`config.mk`:
```
export PLATFORM = sky130hd
export DESIGN_NAME = seven_seg_scan_ctrl
export DESIGN_NICKNAME = d
export VERILOG_FILES = /design/src/rtl/seven_seg_scan_ctrl.sv
export SDC_FILE = /design/constraint.sdc
export NUM_CORES = 1
export LEC_CHECK = 0
export ABC_AREA = 1
export BUFFER_PORTS_ARGS = -buffer_cell sky130_fd_sc_hd__buf_2
export CAP_MARGIN = 20
export CORE_AREA = 8 8 86 88
export CTS_BUF_LIST = sky130_fd_sc_hd__clkbuf_2 sky130_fd_sc_hd__clkbuf_4 sky130_fd_sc_hd__clkbuf_8
export CTS_CLUSTER_DIAMETER = 150
export DETAILED_ROUTE_END_ITERATION = 6
export DIE_AREA = 0 0 94 96
export GPL_TIMING_DRIVEN = 0
export PLACE_DENSITY_LB_ADDON = 0.25
export SLEW_MARGIN = 40
export SYNTH_ARGS = -nofsm -noshare
export SYNTH_HDL_FRONTEND = slang
export SYNTH_SLANG_ARGS = --single-unit
export TNS_END_PERCENT = 20
```
`constraint.sdc`:
```
create_clock -name Clk -period 3.04 [get_ports Clk]
set_input_delay 0.152 -clock Clk [delete_from_list [all_inputs] [get_ports Clk]]
set_output_delay 0.152 -clock Clk [all_outputs]
set_load 0.005 [all_outputs]
```
`src/rtl/seven_seg_scan_ctrl.sv`:
```
// rtl/seven_seg_scan_ctrl.sv - multiplexed common-anode 7-segment scan controller
// Optional duty-cycle dimming through the bright port when SEVSEG_DIM_EN is defined.
module seven_seg_scan_ctrl #(
    parameter int NUM_DIGITS  = 4,
    parameter int CNT_WIDTH   = 12,
    parameter int BLANK_SLOTS = 1,
    parameter int DEAD_CYCLES = 8
) (
    input  logic                    Clk,
    input  logic                    reset_n,
    input  logic [4*NUM_DIGITS-1:0] digits,
    input  logic [NUM_DIGITS-1:0]   dp,
    input  logic [NUM_DIGITS-1:0]   digit_en,
`ifdef SEVSEG_DIM_EN
    input  logic [3:0]              bright,
`endif
    output logic [NUM_DIGITS-1:0]   an,
    output logic [6:0]              seg,
    output logic                    dp_n,
    output logic                    frame_start
);

    localparam int NUM_SLOTS = NUM_DIGITS + BLANK_SLOTS;
    localparam int SLOT_W    = (NUM_SLOTS > 1) ? $clog2(NUM_SLOTS) : 1;
    localparam logic [SLOT_W-1:0]    LAST_SLOT = SLOT_W'(NUM_SLOTS - 1);
    localparam logic [CNT_WIDTH-1:0] DEAD_END  = CNT_WIDTH'(DEAD_CYCLES);

    typedef enum logic {
        ST_SYNC,
        ST_SCAN
    } state_t;

    state_t                  state;
    logic [CNT_WIDTH-1:0]    cnt;
    logic [SLOT_W-1:0]       slot;
    logic [4*NUM_DIGITS-1:0] sh_digits;
    logic [NUM_DIGITS-1:0]   sh_dp;
    logic [NUM_DIGITS-1:0]   sh_en;
`ifdef SEVSEG_DIM_EN
    logic [3:0]              sh_bright;
`endif

    logic                  cnt_last;
    logic                  capture;
    logic                  dim_open;
    logic                  live;
    logic [NUM_DIGITS-1:0] an_nxt;
    logic [6:0]            seg_nxt;
    logic                  dp_nxt;

    function automatic logic [6:0] hex7(input logic [3:0] v);
        case (v)
            4'h0:    hex7 = 7'h40;
            4'h1:    hex7 = 7'h79;
            4'h2:    hex7 = 7'h24;
            4'h3:    hex7 = 7'h30;
            4'h4:    hex7 = 7'h19;
            4'h5:    hex7 = 7'h12;
            4'h6:    hex7 = 7'h02;
            4'h7:    hex7 = 7'h78;
            4'h8:    hex7 = 7'h00;
            4'h9:    hex7 = 7'h10;
            4'hA:    hex7 = 7'h08;
            4'hB:    hex7 = 7'h03;
            4'hC:    hex7 = 7'h46;
            4'hD:    hex7 = 7'h21;
            4'hE:    hex7 = 7'h06;
            default: hex7 = 7'h0E;
        endcase
    endfunction

    assign cnt_last = (cnt == {CNT_WIDTH{1'b1}});
    // Sync state covers the first clock after reset; otherwise capture as (cnt,slot) wraps to (0,0).
    assign capture  = (state == ST_SYNC) || (cnt_last && (slot == LAST_SLOT));

`ifdef SEVSEG_DIM_EN
    assign dim_open = (cnt[CNT_WIDTH-1 -: 4] < sh_bright);
`else
    assign dim_open = 1'b1;
`endif

    assign live = (cnt >= DEAD_END) && dim_open;

    always_comb begin
        an_nxt  = '1;
        seg_nxt = 7'h7F;
        dp_nxt  = 1'b1;
        if (state == ST_SCAN) begin
            for (int i = 0; i < NUM_DIGITS; i++) begin
                if (slot == SLOT_W'(i)) begin
                    seg_nxt   = hex7(sh_digits[4*i +: 4]);
                    dp_nxt    = ~sh_dp[i];
                    an_nxt[i] = ~(sh_en[i] && live);
                end
            end
        end
    end

    always_ff @(posedge Clk or negedge reset_n) begin
        if (!reset_n) begin
            state       <= ST_SYNC;
            cnt         <= '0;
            slot        <= '0;
            sh_digits   <= '0;
            sh_dp       <= '0;
            sh_en       <= '0;
`ifdef SEVSEG_DIM_EN
            sh_bright   <= '0;
`endif
            an          <= '1;
            seg         <= 7'h7F;
            dp_n        <= 1'b1;
            frame_start <= 1'b0;
        end else begin
            an          <= an_nxt;
            seg         <= seg_nxt;
            dp_n        <= dp_nxt;
            frame_start <= capture;
            if (capture) begin
                sh_digits <= digits;
                sh_dp     <= dp;
                sh_en     <= digit_en;
`ifdef SEVSEG_DIM_EN
                sh_bright <= bright;
`endif
            end
            case (state)
                ST_SYNC: begin
                    state <= ST_SCAN;
                    cnt   <= '0;
                    slot  <= '0;
                end
                default: begin
                    cnt <= cnt + CNT_WIDTH'(1);
                    if (cnt_last) begin
                        slot <= (slot == LAST_SLOT) ? '0 : slot + SLOT_W'(1);
                    end
                end
            endcase
        end
    end

endmodule

```
# After elaboration in Yosys (flattened, before gate mapping)
# Memory sizes are Yosys's and may differ from the RTL's.
# Index checks and enable logic that the tools add are counted.
[word_totals] inputBits=26 word_cells=58 romBits=448 reg_bits=53 n_memories=4 output_inout_bits=13
[memory_table] memory="(no name shown)" words=16 word_bits=7 read_ports=1 rd_ports_with_merged_regs=0 wr=0 line="52" source="case (v)"
[memory_table] memory="(no name shown)" words=16 word_bits=7 read_ports=1 rd_ports_with_merged_regs=0 wr=0 line="52"
[memory_table] memory="(no name shown)" words=16 word_bits=7 read_ports=1 rd_ports_with_merged_regs=0 wr=0 line="52"
[memory_table] memory="(no name shown)" words=16 word_bits=7 read_ports=1 rd_ports_with_merged_regs=0 wr=0 line="52"
[op_classes] muxes=19 n_reduce_logical=7 bitwise=9 addsub=2 n_eq_ne=6 order_cmp=1
[ops] operator="two-way mux 7 bit" n=5
[ops] operator="adder 12 x 1 -> 12 bit, second input constant" n=1
[ops] operator="equality test 12 bit, second input constant" n=1
[ops] operator=">= comparator 12 x 4 -> 1 bit, second input constant" n=1
[ops] operator="two-way mux 12 bit" n=1
[ops] operator="two-way mux 1 bit" n=9
[ops] operator="two-way mux 3 bit" n=3
[ops] operator="inverter 1 bit" n=9
[ops] operator="equality test 3 x 2 -> 1 bit, second input constant" n=2
[ops] operator="logical AND 1 bit" n=5
[ops] operator="two-way mux 4 bit" n=1
[ops] operator="adder 3 x 1 -> 3 bit, second input constant" n=1
[ops] operator="equality test 3 x 1 -> 1 bit, second input constant" n=1
[ops] operator="equality test 3 bit, second input constant" n=1
[ops] operator="zero test 3 bit" n=1
[ops] operator="!= test 2 x 1 -> 1 bit, second input constant" n=1
[ops] operator="logical OR 1 bit" n=1

# Longest topological paths before layout
# Gate-level depths: netlist (run 1).
[logic_depth] word_depth=6 mapped_depth=13 ltp_nobuf=13

# Worst setup path before layout (run 1)
# No wires, ideal clock.
[synth_path] path_kind="register to register" startpoint="reg cnt[0]" endpoint="reg sh_digits[0]" t_required_ns=2.917 slack_ns=1.553 path_stages_with_launch=10 path_buffers=1 setup_time_ns=0.123 period_less_slack_ns=1.487 arrival_time_ns=1.363 cell_sequence="dfrtp_1 ha_1 nand2_1 inv_2 nand3_4 nor2_8 nand4_4 nand2_8 buf_6 o21ai_2"
[synth_via] elab_chain_cells=3
[synth_rtl] item="from (decl)" line="34" source="logic [CNT_WIDTH-1:0] cnt;"
[synth_rtl] item="from (signal assigned)" line="134" source="cnt <= cnt + CNT_WIDTH'(1);"
[synth_rtl] item="equality test 12 bit" line="72" source="assign cnt_last = (cnt == {CNT_WIDTH{1'b1}});"
[synth_rtl] item="logical AND 1 bit" line="74" source="assign capture = (state == ST_SYNC) || (cnt_last && (slot == LAST_SLOT));"
[synth_rtl] item="logical OR 1 bit" line="74"
[synth_rtl] item="to (signal assigned)" line="120" source="sh_digits <= digits;"
[synth_rtl] item="to (decl)" line="36" source="logic [4*NUM_DIGITS-1:0] sh_digits;"
# Every way passes these cells.
# A chain may end at the register's enable or synchronous reset.

# Worst setup path after layout (run 1)
[layout_path] startpoint="reg slot[0]" endpoint="reg seg[2]"
[layout_via] elab_chain_cells=6 word_cells_on_any_way=9 cone_classes="eq/ne: 3; mux: 5; reduce/logical: 1"
[layout_rtl] item="from (decl)" line="35" source="logic [SLOT_W-1:0] slot;"
[layout_rtl] item="from (signal assigned)" line="136" source="slot <= (slot == LAST_SLOT) ? '0 : slot + SLOT_W'(1);"
[layout_rtl] item="zero test 3 bit" line="90" source="if (slot == SLOT_W'(i)) begin"
[layout_rtl] item="two-way mux 7 bit (3 in a row)" line="90"
[layout_rtl] item="two-way mux 7 bit *" line="90"
[layout_rtl] item="two-way mux 7 bit *" line="88" source="if (state == ST_SCAN) begin"
[layout_rtl] item="net seg_nxt[2]" line="48" source="logic [6:0] seg_nxt;"
[layout_rtl] item="to (signal assigned)" line="116" source="seg <= seg_nxt;"
[layout_rtl] item="to (decl)" line="18" source="output logic [6:0] seg,"
# The timed path passes the listed nets; every way through them passes the cells marked *.

==> flow_summary_export.csv, run 1 <==
group,metric,value,unit
outcome,status,"complete, no violations",
timing,rsz0062_at_grt,"no",
global_route,number_of_global_route_vias_before_repair,2873,
cts,worst_setup_hold_path_clk_slew,0.10,ns
detailed_routing,drt-vias-per-instance,5.41,
detailed_routing,drtAntennaViolNets,0,
floorplan,core,6100,sq um
global_route,grt_overflow_total,0,
timing,finalSetupViolations,0,
critical_path,slowest_delay,0.43,ns
timing,timing.final.max_slew_violations,0,
power,vdd.ir_drop.worst,0.217,mV
global_route,number_of_antenna_violations_at_the_first_check_in_global_routing,0,
synth,synth.avg_cell_area,8.07,sq um
timing,fin_tns_setup,0,ns
critical_path,path_cells,"inv_1 > ha_1 > nand2_2 > clkinv_1 > o211ai_1 > nand2_1 > o21ai_0",
cts,cts_max_path_buffers,2,
detailed_routing,dr_total_vias,3048,
place,io_buffers,38,
power,power-per-cell-area,444,nW/um^2
timing,final_period_minus_worst_setup_slack,1.79,ns
final_layout,highest_count_cells_in_the_layout_ignoring_fill_and_taps,"sky130_fd_sc_hd__nand2_1 (99), sky130_fd_sc_hd__inv_1 (49), sky130_fd_sc_hd__buf_2 (45), sky130_fd_sc_hd__nand3_1 (42), sky130_fd_sc_hd__dfrtp_1 (41)",
cts,clock_insertion_delay_worst_skew,0.31,ns
critical_path,critical_path_class,"flop to flop",
cts,post-cts-setup-buffer-count,0,
critical_path,endpoint_kind,"flop",
floorplan,die_height,96,microns
global_route,grtUsageTotal,18.3,%
power,leakagePower,1.98,nW
timing,final-hold-violation-count,0,
synth,yosys_register_bits,53,
timing,final.period_utilization,59.0,%
final_layout,nFillCells,546,
critical_path,timing.rr.end,"seg[2]",
critical_path,setup.worst_path.start_class,"flop",
critical_path,worst_setup_path_startpoint,"slot[0]",
worst_hold_path,min_delay_path_depth,3,
critical_path,critical_path_required,3.26,ns
global_route,grt_max_degree,54,
timing,worstMarginPinSlew,0.656,ns
floorplan,fp.dieW,94,microns
place,place_congestion,0.901,
cts,cts_buffers,5,
cts,cts_tree,"yes",
run,drv_cap,0,
final_layout,diodes,0,
cts,h-tree-depth,2,
final_layout,utilization,64.5,%
floorplan,core.rowCount,29,
critical_path,rr_startpoint,"slot[0]",
detailed_routing,wl,7.87,mm
critical_path,setup.reg_to_reg.worst_slack,1.25,ns
final_layout,area.growth.synth_to_final,11.0,%
place,place_hpwl,5.99,mm
timing,fmax,558,MHz
cts,clock-sinks,53,
final_layout,final_common_cell,"sky130_fd_sc_hd__nand2_1",
cts,postCtsResizedCells,0,
global_route,wire_length_of_the_first_global_routing_pass,13.2,mm
synth,netlist_area,3540,sq um
detailed_routing,detailedRoute.firstIterationViolations,204,
final_layout,nets_final,543,
critical_path,critical_path.endpoint,"seg[2]",
cts,postCtsHoldBufs,1,
timing,worst_slew_margin_rel,56.3,%
detailed_routing,avgRoutedWirePerCell,14.0,microns
synth,instance_count_of_the_mapped_netlist,439,
detailed_routing,drc,0,
timing,worst_case_clock_skew,0.00628,ns
critical_path,worst_ep_arrival_time,2.01,ns
critical_path,critPathMaxFanout,9,
final_layout,layout-drive-gt1-share,23.0,%
worst_hold_path,worst_hold_path_class,"primary input to flop",
critical_path,cp_slowest_cell,"sky130_fd_sc_hd__dfrtp_1",
floorplan,initial_utilization,58.1,%
cts,clockRootBuffer,"sky130_fd_sc_hd__clkbuf_8",
floorplan,i_o_pins,39,
floorplan,total_die_area,9020,sq um
synth,synth_seq_area_share,37.9,%
detailed_routing,firstDrtPassIters,6,
critical_path,ff2ff_path_depth,7,
synth,synth_fp_nets,497,
synth,synth.lib_cells_used.distinct,35,
synth,yosys_warnings,0,
-- critical path: cells and delay by family (launching register included) --
family	cells	cell delay, ns
AOI/OAI and AO/OA	2	0.44
and+or+nand+nor	2	0.22
buffers and inverters	2	0.39
DFF	1	0.43
adders and majority gates	1	0.22
-- stage by stage --
| step | total power, mW | worst slack, ns | std cells | instance area (sq um) | hold slack, ns |
|---|---|---|---|---|---|
| 5_1_grt | 1.86 | 1.10 | 563 | 3930 | 0.0270 |
| 2_1_floorplan | 1.18 | 1.55 | 439 | 3540 | -0.144 |
| 3_5_place_dp | 1.34 | 1.28 | 554 | 3830 | 0.232 |
| 4_1_cts | 1.76 | 1.26 | 563 | 3930 | 0.0257 |
| 3_3_place_gp | 1.32 | 1.33 | 554 | 3830 | 0.354 |
| 6_report | 1.74 | 1.25 | 563 | 3930 | 0.0319 |
-- area by class of cell --
cell class / instances / area (sq um) / area share, %
plain buffers: 16 / 121 / 3.09
repair buffers: 39 / 203 / 5.16
inverters: 53 / 199 / 5.06
well taps: 77 / 96.3 / 2.45
multi-input cells: 317 / 1880 / 47.8
clock buffers: 5 / 68.8 / 1.75
clock inverters: 3 / 21.3 / 0.541
flip-flops and latches: 53 / 1340 / 34.1
-- power breakdown --
part	total [mW]	leakage [nW]	switching [mW]	internal (mW)
clock network	0.414	0.0445	0.250	0.164
logic	0.501	1.29	0.317	0.184
registers	0.829	0.646	0.0403	0.789
total	1.74	1.98	0.607	1.14
-- registers in the layout, summed over array words and instances, names as in the netlist --
register / flops
seg: 7
an: 4
frame_start: 1
sh_en: 4
state: 1
dp_n: 1
sh_dp: 4
sh_digits: 16
slot: 3
cnt: 12
-- logic make-up (layout without fill, tap and decap cells) --
family                     Yosys count  in the layout  share of synthesized area (%)
other                                1              1                          0.106
AOI/OAI and AO/OA                   79             79                           14.1
buffers and inverters               69            116                           9.05
adders and majority gates           32             32                           11.3
DFF                                 53             53                           37.9
xor gates and xnor gates             1              1                          0.247
and+or+nand+nor                    204            204                           27.4
-- per-layer routing --
| metal | global-route usage [%] | wire [microns] | vias to the layer above |
|---|---|---|---|
| li1 | - | - | 1527 |
| met1 | 23.8 | 3600 | 1414 |
| met2 | 30.5 | 3750 | 93 |
| met3 | 3.28 | 401 | 14 |
| met4 | 5.55 | 116 | 0 |
| met5 | 0 | 0 | - |
-- worst min path at each step --
stage,startpoint,to,slack [ns]
floorplan,reset_n,cnt[0],-0.14
global route,dp[0],sh_dp[0],0.03
global placement,dp[0],sh_dp[0],0.35
finish,digits[4],sh_digits[4],0.03
detailed placement,reset_n,sh_en[0],0.23
CTS,digits[4],sh_digits[4],0.03
-- synthesized netlist by cell type (all sizes together) --
master / number / area share (%)
nand2: 121 / 15
inv: 50 / 5.3
o21ai: 45 / 8.0
nand3: 43 / 6.4
dfrtp: 41 / 29
ha: 32 / 11
nor2: 23 / 2.9
a21oi: 13 / 1.8
buf: 13 / 3.1
dfstp: 12 / 8.9
o211ai: 12 / 2.5
nand4: 8 / 1.8
a31oi: 6 / 1.1
nor3: 6 / 0.85
clkbuf: 3 / 0.32
clkinv: 3 / 0.32
nor4: 2 / 0.35
a211oi: 1 / 0.21
a31o: 1 / 0.25
conb: 1 / 0.11
nand3b: 1 / 0.21
o21a: 1 / 0.21
xor2: 1 / 0.25
No activity file was read; power rests on OpenSTA's default activity.
==> inputs of run 2 (changes only) <==
Settings changed: ABC_AREA 1 to 0, CORE_AREA 8 8 86 88 to 8 8 89 91, DIE_AREA 0 0 94 96 to 0 0 97 99.
Clock period 3.04 ns to 1.61 ns, I/O delays scaled along.
==> flow_summary_export.csv, run 2 <==
group,metric,value,unit
detailed_routing,firstDrtPassIters,5,
floorplan,i_o_pins,39,
critical_path,setup.reg_to_reg.worst_slack,-0.52,ns
timing,fin_tns_setup,-14.24,ns
final_layout,nFillCells,499,
detailed_routing,drc,0,
synth,yosys_register_bits,53,
final_layout,sequential_cell_area,1350,sq um
cts,worst_setup_hold_path_clk_slew,0.10,ns
final_layout,multi_input_comb_area,2070,sq um
timing,final-hold-violation-count,2,
floorplan,total_die_area,9600,sq um
floorplan,fp.dieW,97,microns
global_route,grt_max_degree,54,
synth,synth_fp_nets,382,
final_layout,area.growth.synth_to_final,24.4,%
timing,finalSetupViolations,36,
power,power-per-cell-area,724,nW/um^2
synth,netlist_area,3510,sq um
critical_path,setup.worst_path.start_class,"flop",
timing,rsz0062_at_grt,"yes",
final_layout,final_common_cell,"sky130_fd_sc_hd__buf_2",
synth,ys.flop_type,"sky130_fd_sc_hd__dfrtp_1",
outcome,status,"finished, violations left",
detailed_routing,wl,8.17,mm
cts,h-tree-depth,2,
global_route,grt_overflow_total,0,
cts,cts_tree,"yes",
floorplan,die_height,99,microns
worst_hold_path,hold_path_startpoint,"digits[6]",
place,place_congestion,0.876,
floorplan,initial_utilization,53.4,%
synth,area_share_of_the_largest_cell_type_after_synthesis,29.2,%
timing,final.period_utilization,132,%
final_layout,nets_final,460,
worst_hold_path,worst_hold_path_class,"primary input to flop",
final_layout,postLayoutCellArea,4370,sq um
timing,worstMarginPinSlew,0.673,ns
critical_path,critPathMaxFanout,5,
synth,instance_count_of_the_mapped_netlist,324,
synth,synth.avg_cell_area,10.8,sq um
global_route,number_of_global_route_vias_before_repair,2848,
critical_path,endpoint_kind,"flop",
place,dpl_cell_area,3810,sq um
place,io_buffers,38,
critical_path,worst_setup_path_startpoint,"cnt[0]",
detailed_routing,detailedRoute.firstIterationViolations,120,
final_layout,largest_register_ff_count,16,
timing,fin_ws,-0.518,ns
cts,clockRootBuffer,"sky130_fd_sc_hd__clkbuf_8",
synth,async_reset_ff_share,100,%
power,vdd.ir_drop.worst,0.534,mV
synth,yosys_warnings,0,
timing,final_period_minus_worst_setup_slack,2.13,ns
synth,synth_top_cells_by_area,"sky130_fd_sc_hd__dfrtp_1 (29%), sky130_fd_sc_hd__ha_1 (11%), sky130_fd_sc_hd__dfstp_2 (9.0%), sky130_fd_sc_hd__mux2_4 (8.1%), sky130_fd_sc_hd__mux2i_1 (4.0%)",
run,drv_cap,0,
timing,finalHoldWorstSlack,-0.00164,ns
synth,synth.largest_area_cell,"sky130_fd_sc_hd__dfrtp_1",
final_layout,layout-drive-gt1-share,33.3,%
global_route,number_of_antenna_violations_at_the_first_check_in_global_routing,0,
place,placedCellCount,442,
global_route,wire_length_of_the_first_global_routing_pass,13.8,mm
place,place_hpwl,5.57,mm
synth,synth_common_cells,"sky130_fd_sc_hd__dfrtp_1 (41), sky130_fd_sc_hd__ha_1 (32), sky130_fd_sc_hd__mux2_4 (19)",
cts,cts_buffers,5,
detailed_routing,drtAntennaViolNets,0,
critical_path,worst_ep_arrival_time,2.34,ns
timing,worst_slew_margin_rel,55.2,%
final_layout,final_cells,483,
critical_path,critical_path_required,1.82,ns
critical_path,rr_startpoint,"cnt[0]",
global_route,grtUsageTotal,17.2,%
synth,synth_edf_count,0,
cts,clock-sinks,53,
synth,synth.lib_cells_used.distinct,52,
final_layout,utilization,66.5,%
cts,clock_insertion_delay_worst_skew,0.32,ns
detailed_routing,dr_total_vias,2667,
outcome,failing_checks,"negative hold slack, negative setup slack",
synth,synth_seq_area_share,38.2,%
final_layout,reg_top3,"sh_digits: 16 flops, cnt: 12 flops, seg: 7 flops",
detailed_routing,avgRoutedWirePerCell,16.9,microns
critical_path,critical_path_class,"flop to flop",
final_layout,highest_count_cells_in_the_layout_ignoring_fill_and_taps,"sky130_fd_sc_hd__buf_2 (38), sky130_fd_sc_hd__dfrtp_1 (36), sky130_fd_sc_hd__ha_1 (28), sky130_fd_sc_hd__mux2_4 (24), sky130_fd_sc_hd__dlygate4sd3_1 (19)",
power,leakagePower,1.99,nW
floorplan,core.rowCount,30,
detailed_routing,drt-vias-per-instance,5.52,
timing,timing.final.max_slew_violations,0,
floorplan,core,6570,sq um
cts,cts_max_path_buffers,2,
synth,most_used_standard_cell_by_instance_count_after_synthesis,"sky130_fd_sc_hd__dfrtp_1",
final_layout,registers.top_by_ff_count,"sh_digits",
timing,fmax,470,MHz
timing,worst_case_clock_skew,0.0119,ns
final_layout,diodes,0,
run 2: changes by cell type after synthesis, moves of 14 or more:
cell,before,now
sky130_fd_sc_hd__nand2_1,99,18
sky130_fd_sc_hd__inv_1,49,18
sky130_fd_sc_hd__mux2i_1,0,14
sky130_fd_sc_hd__mux2_4,0,19
sky130_fd_sc_hd__o21ai_2,15,0
sky130_fd_sc_hd__o21ai_0,26,10
sky130_fd_sc_hd__nand3_1,42,8
sky130_fd_sc_hd__nand2_2,21,0
run 2: final timing paths:
check,end,depth (start not counted)
setup / recovery,sh_dp[0],8
hold reg to reg,an[3],1
max in group asynchronous,sh_digits[0],2
min in group asynchronous,frame_start,2
setup reg to reg,sh_dp[0],8
hold / removal,sh_digits[6],2
run 2: worst max-delay path, stage by stage, from the launching register on:
cell	delay, ns
sky130_fd_sc_hd__dfrtp_1	0.43
sky130_fd_sc_hd__ha_4	0.16
sky130_fd_sc_hd__nand4_1	0.11
sky130_fd_sc_hd__or4_4	0.47
sky130_fd_sc_hd__o21ai_4	0.20
sky130_fd_sc_hd__buf_12	0.14
sky130_fd_sc_hd__buf_12	0.10
sky130_fd_sc_hd__buf_12	0.12
sky130_fd_sc_hd__mux2_4	0.29
run 2: kinds of logic (layout without fill, tap and decap cells):
group           count (synthesis)  after routing  synth area share [%]
compound gates                 46             46                  9.55
flops                          53             53                  38.2
buf+inv                        35            114                  4.88
mux                            47             47                  17.6
other cells                     1              1                 0.107
fa+ha+maj                      32             32                  11.4
simple gates                  101            101                  16.0
xor+xnor                        9              9                  2.25
run 2: per-layer routing:
layer	track usage [%]	vias up	wire length (microns)	part of all wire, %
met2	29.9	55	4130	51
met3	3.50	17	297	3.6
met5	0	-	0	0
met4	6.98	0	168	2.1
li1	-	1302	-	-
met1	20.2	1293	3570	44
run 2: repair_timing:
action                                  in CTS  in global routing
pin swaps                                    3                  0
endpoints found under the hold margin       58                  1
buffers inserted                            12                  2
hold buffers                                18                  1
endpoints found under the setup margin      36                 36
cloned                                       2                  0
resized for setup                           19                 18
run 2: cell type report:
cell class	instances	share of cell area, %
inverters	18	1.55
well taps	80	2.29
repair buffers	72	13.2
clock buffers	6	1.89
clock inverters	2	0.372
flip-flops and latches	53	30.9
multi-input cells	236	47.3
plain buffers	16	2.52
run 2: power by group:
part           switching (mW)  internal (mW)
Sequential             0.0894           1.44
Clock                   0.484          0.356
Combinational           0.367          0.424
Total                   0.941           2.22
run 2: through the flow:
step           setup WS [ns]  hold slack (ns)  total power [mW]
3_3_place_gp          -0.740            0.312              2.20
6_report              -0.518         -0.00164              3.16
3_5_place_dp          -0.766            0.168              2.23
5_1_grt               -0.583          0.00202              3.31
4_1_cts               -0.488         0.000312              3.15
2_1_floorplan         -0.500           -0.215              2.02
==> inputs of run 3 (changes only) <==
Settings changed: ABC_AREA 0 to 1, CORE_AREA 8 8 89 91 to 8 8 90 92, DIE_AREA 0 0 97 99 to 0 0 98 100.
==> flow_summary_export.csv, run 3 (synthesis results as in run 1) <==
group,metric,value,unit
outcome,status,"complete, no violations",
cts,h-tree-depth,2,
detailed_routing,drtAntennaViolNets,0,
cts,cts_buffers,5,
global_route,grtUsageTotal,17.2,%
timing,worstMarginPinSlew,0.664,ns
place,place_hpwl,5.84,mm
place,dpl_cell_area,3830,sq um
place,io_buffers,38,
global_route,grt_max_degree,54,
power,leakagePower,2.17,nW
final_layout,diodes,0,
global_route,global_route.usage.met2,29.2,%
critical_path,worst_ep_arrival_time,1.84,ns
global_route,globalRoute.busiestLayer,"met2",
floorplan,core,6640,sq um
floorplan,total_die_area,9800,sq um
place,place_congestion,0.912,
detailed_routing,avgRoutedWirePerCell,13.9,microns
detailed_routing,detailedRoute.firstIterationViolations,193,
critical_path,path_common_cell,"sky130_fd_sc_hd__nand2_2",
detailed_routing,drt-vias-per-instance,5.33,
cts,cts_max_path_buffers,2,
critical_path,worstPathBufferInverterCount,2,
final_layout,nets_final,578,
floorplan,core.rowCount,30,
critical_path,critPathMaxFanout,7,
timing,fmax,628,MHz
final_layout,largest_register_ff_count,16,
timing,timing.final.max_slew_violations,0,
global_route,number_of_antenna_violations_at_the_first_check_in_global_routing,0,
timing,rsz0062_at_grt,"yes",
critical_path,critical_path_required,1.85,ns
global_route,grt_overflow_total,0,
global_route,grt_util_met1,21.8,%
detailed_routing,firstDrtPassIters,5,
cts,worst_setup_hold_path_clk_slew,0.10,ns
critical_path,critical_path_class,"flop to flop",
critical_path,cp_slowest_cell,"sky130_fd_sc_hd__dfrtp_1",
power,power-per-cell-area,826,nW/um^2
timing,final_period_minus_worst_setup_slack,1.59,ns
worst_hold_path,worst_hold_path_class,"primary input to async pin",
final_layout,highest_count_cells_in_the_layout_ignoring_fill_and_taps,"sky130_fd_sc_hd__nand2_1 (97), sky130_fd_sc_hd__buf_2 (45), sky130_fd_sc_hd__nand3_1 (42), sky130_fd_sc_hd__dfrtp_1 (38), sky130_fd_sc_hd__inv_1 (36)",
power,p_total,3.64,mW
timing,final.period_utilization,98.9,%
run,drv_cap,0,
critical_path,crit_path_max_delay_family,"simple AND/OR/NAND/NOR gates",
global_route,number_of_global_route_vias_before_repair,3037,
timing,worst_case_clock_skew,0.00830,ns
timing,final-hold-violation-count,0,
floorplan,fp.dieW,98,microns
cts,clock-sinks,53,
global_route,wire_length_of_the_first_global_routing_pass,14.0,mm
floorplan,initial_utilization,53.3,%
floorplan,die_height,100,microns
final_layout,postLayoutCellArea,4400,sq um
detailed_routing,dr_total_vias,3206,
critical_path,slowest_delay,0.38,ns
power,vdd.ir_drop.worst,0.565,mV
cts,cts_tree,"yes",
global_route,gr-usage-met3,2.98,%
detailed_routing,drc,0,
cts,clockRootBuffer,"sky130_fd_sc_hd__clkbuf_8",
final_layout,layout-drive-gt1-share,29.0,%
floorplan,i_o_pins,39,
cts,clock_insertion_delay_worst_skew,0.31,ns
final_layout,final_common_cell,"sky130_fd_sc_hd__nand2_1",
timing,finalHoldWorstSlack,0.339,ns
critical_path,endpoint_kind,"flop",
detailed_routing,wl,8.38,mm
timing,worst_slew_margin_rel,55.7,%
final_layout,area.growth.synth_to_final,24.4,%
critical_path,setup.worst_path.start_class,"flop",
critical_path,path_cells,"ha_2 > nand2_2 > inv_2 > nand3_4 > nor2_8 > nand4_4 > nand2_8 > clkbuf_16 > nand2_2 > o21ai_2",
final_layout,reg_top3,"sh_digits: 16 flops, cnt: 12 flops, seg: 7 flops",
final_layout,registers.top_by_ff_count,"sh_digits",
timing,finalSetupViolations,0,
## run 3: layout make-up
class | count | area (sq um)
buffer | 15 | 131
timing repair buffer | 75 | 554
sequential | 53 | 1350
clock inverter | 2 | 38.8
clock buffer | 6 | 76.3
fill | 578 | 2240
multi-input combinational | 317 | 1950
inverter | 53 | 206
tap | 80 | 100
## run 3: layer usage
metal / vias up / part of all wire, %
met5: - / 0
met4: 0 / 1.5
met3: 10 / 4.3
met2: 78 / 49
met1: 1519 / 45
li1: 1599 / -
## run 3: report_power, final
part | internal, mW | switching [mW] | total, mW | leakage, nW
Combinational | 0.456 | 0.657 | 1.11 | 1.46
Sequential | 1.49 | 0.0784 | 1.57 | 0.643
Clock | 0.485 | 0.468 | 0.953 | 0.0588
Total | 2.43 | 1.20 | 3.64 | 2.17
## run 3: repair_timing
item,CTS,global route
hold buffers,25,0
cloned,0,1
endpoints found under the setup margin,32,35
setup buffers,4,7
pin swaps,1,5
gates resized for setup,8,33
endpoints found under the hold margin,65,0
## run 3: worst paths after layout
path	from	to	slack [ns]	cells after the start
max	cnt[0]	sh_dp[2]	0.02	10
min	reset_n	frame_start	0.34	2
max reg2reg	cnt[0]	sh_dp[2]	0.02	10
min reg2reg	sh_en[1]	an[1]	0.46	1
max in group asynchronous	reset_n	slot[0]	0.79	2
min in group Clk	sh_en[1]	an[1]	0.46	1
## run 3: per-stage QoR
step / cells / setup WS (ns) / setup TNS (ns) / utilization, %
finish: 601 / 0.0170 / 0 / 66.3
global route: 601 / -0.0981 / -1.98 / 66.3
CTS: 593 / -0.0110 / -0.0110 / 63.9
detailed placement: 557 / -0.150 / -2.14 / 57.7
global placement: 557 / -0.129 / -1.03 / 57.7
floorplan: 439 / 0.123 / 0 / -
## run 3: worst register-to-register path, cell delays in order (launching register included)
cell and delay, ns:
sky130_fd_sc_hd__dfrtp_1 0.38, sky130_fd_sc_hd__ha_2 0.19, sky130_fd_sc_hd__nand2_2 0.05, sky130_fd_sc_hd__inv_2 0.08, sky130_fd_sc_hd__nand3_4 0.10, sky130_fd_sc_hd__nor2_8 0.17
sky130_fd_sc_hd__nand4_4 0.13, sky130_fd_sc_hd__nand2_8 0.16, sky130_fd_sc_hd__clkbuf_16 0.17, sky130_fd_sc_hd__nand2_2 0.05, sky130_fd_sc_hd__o21ai_2 0.05
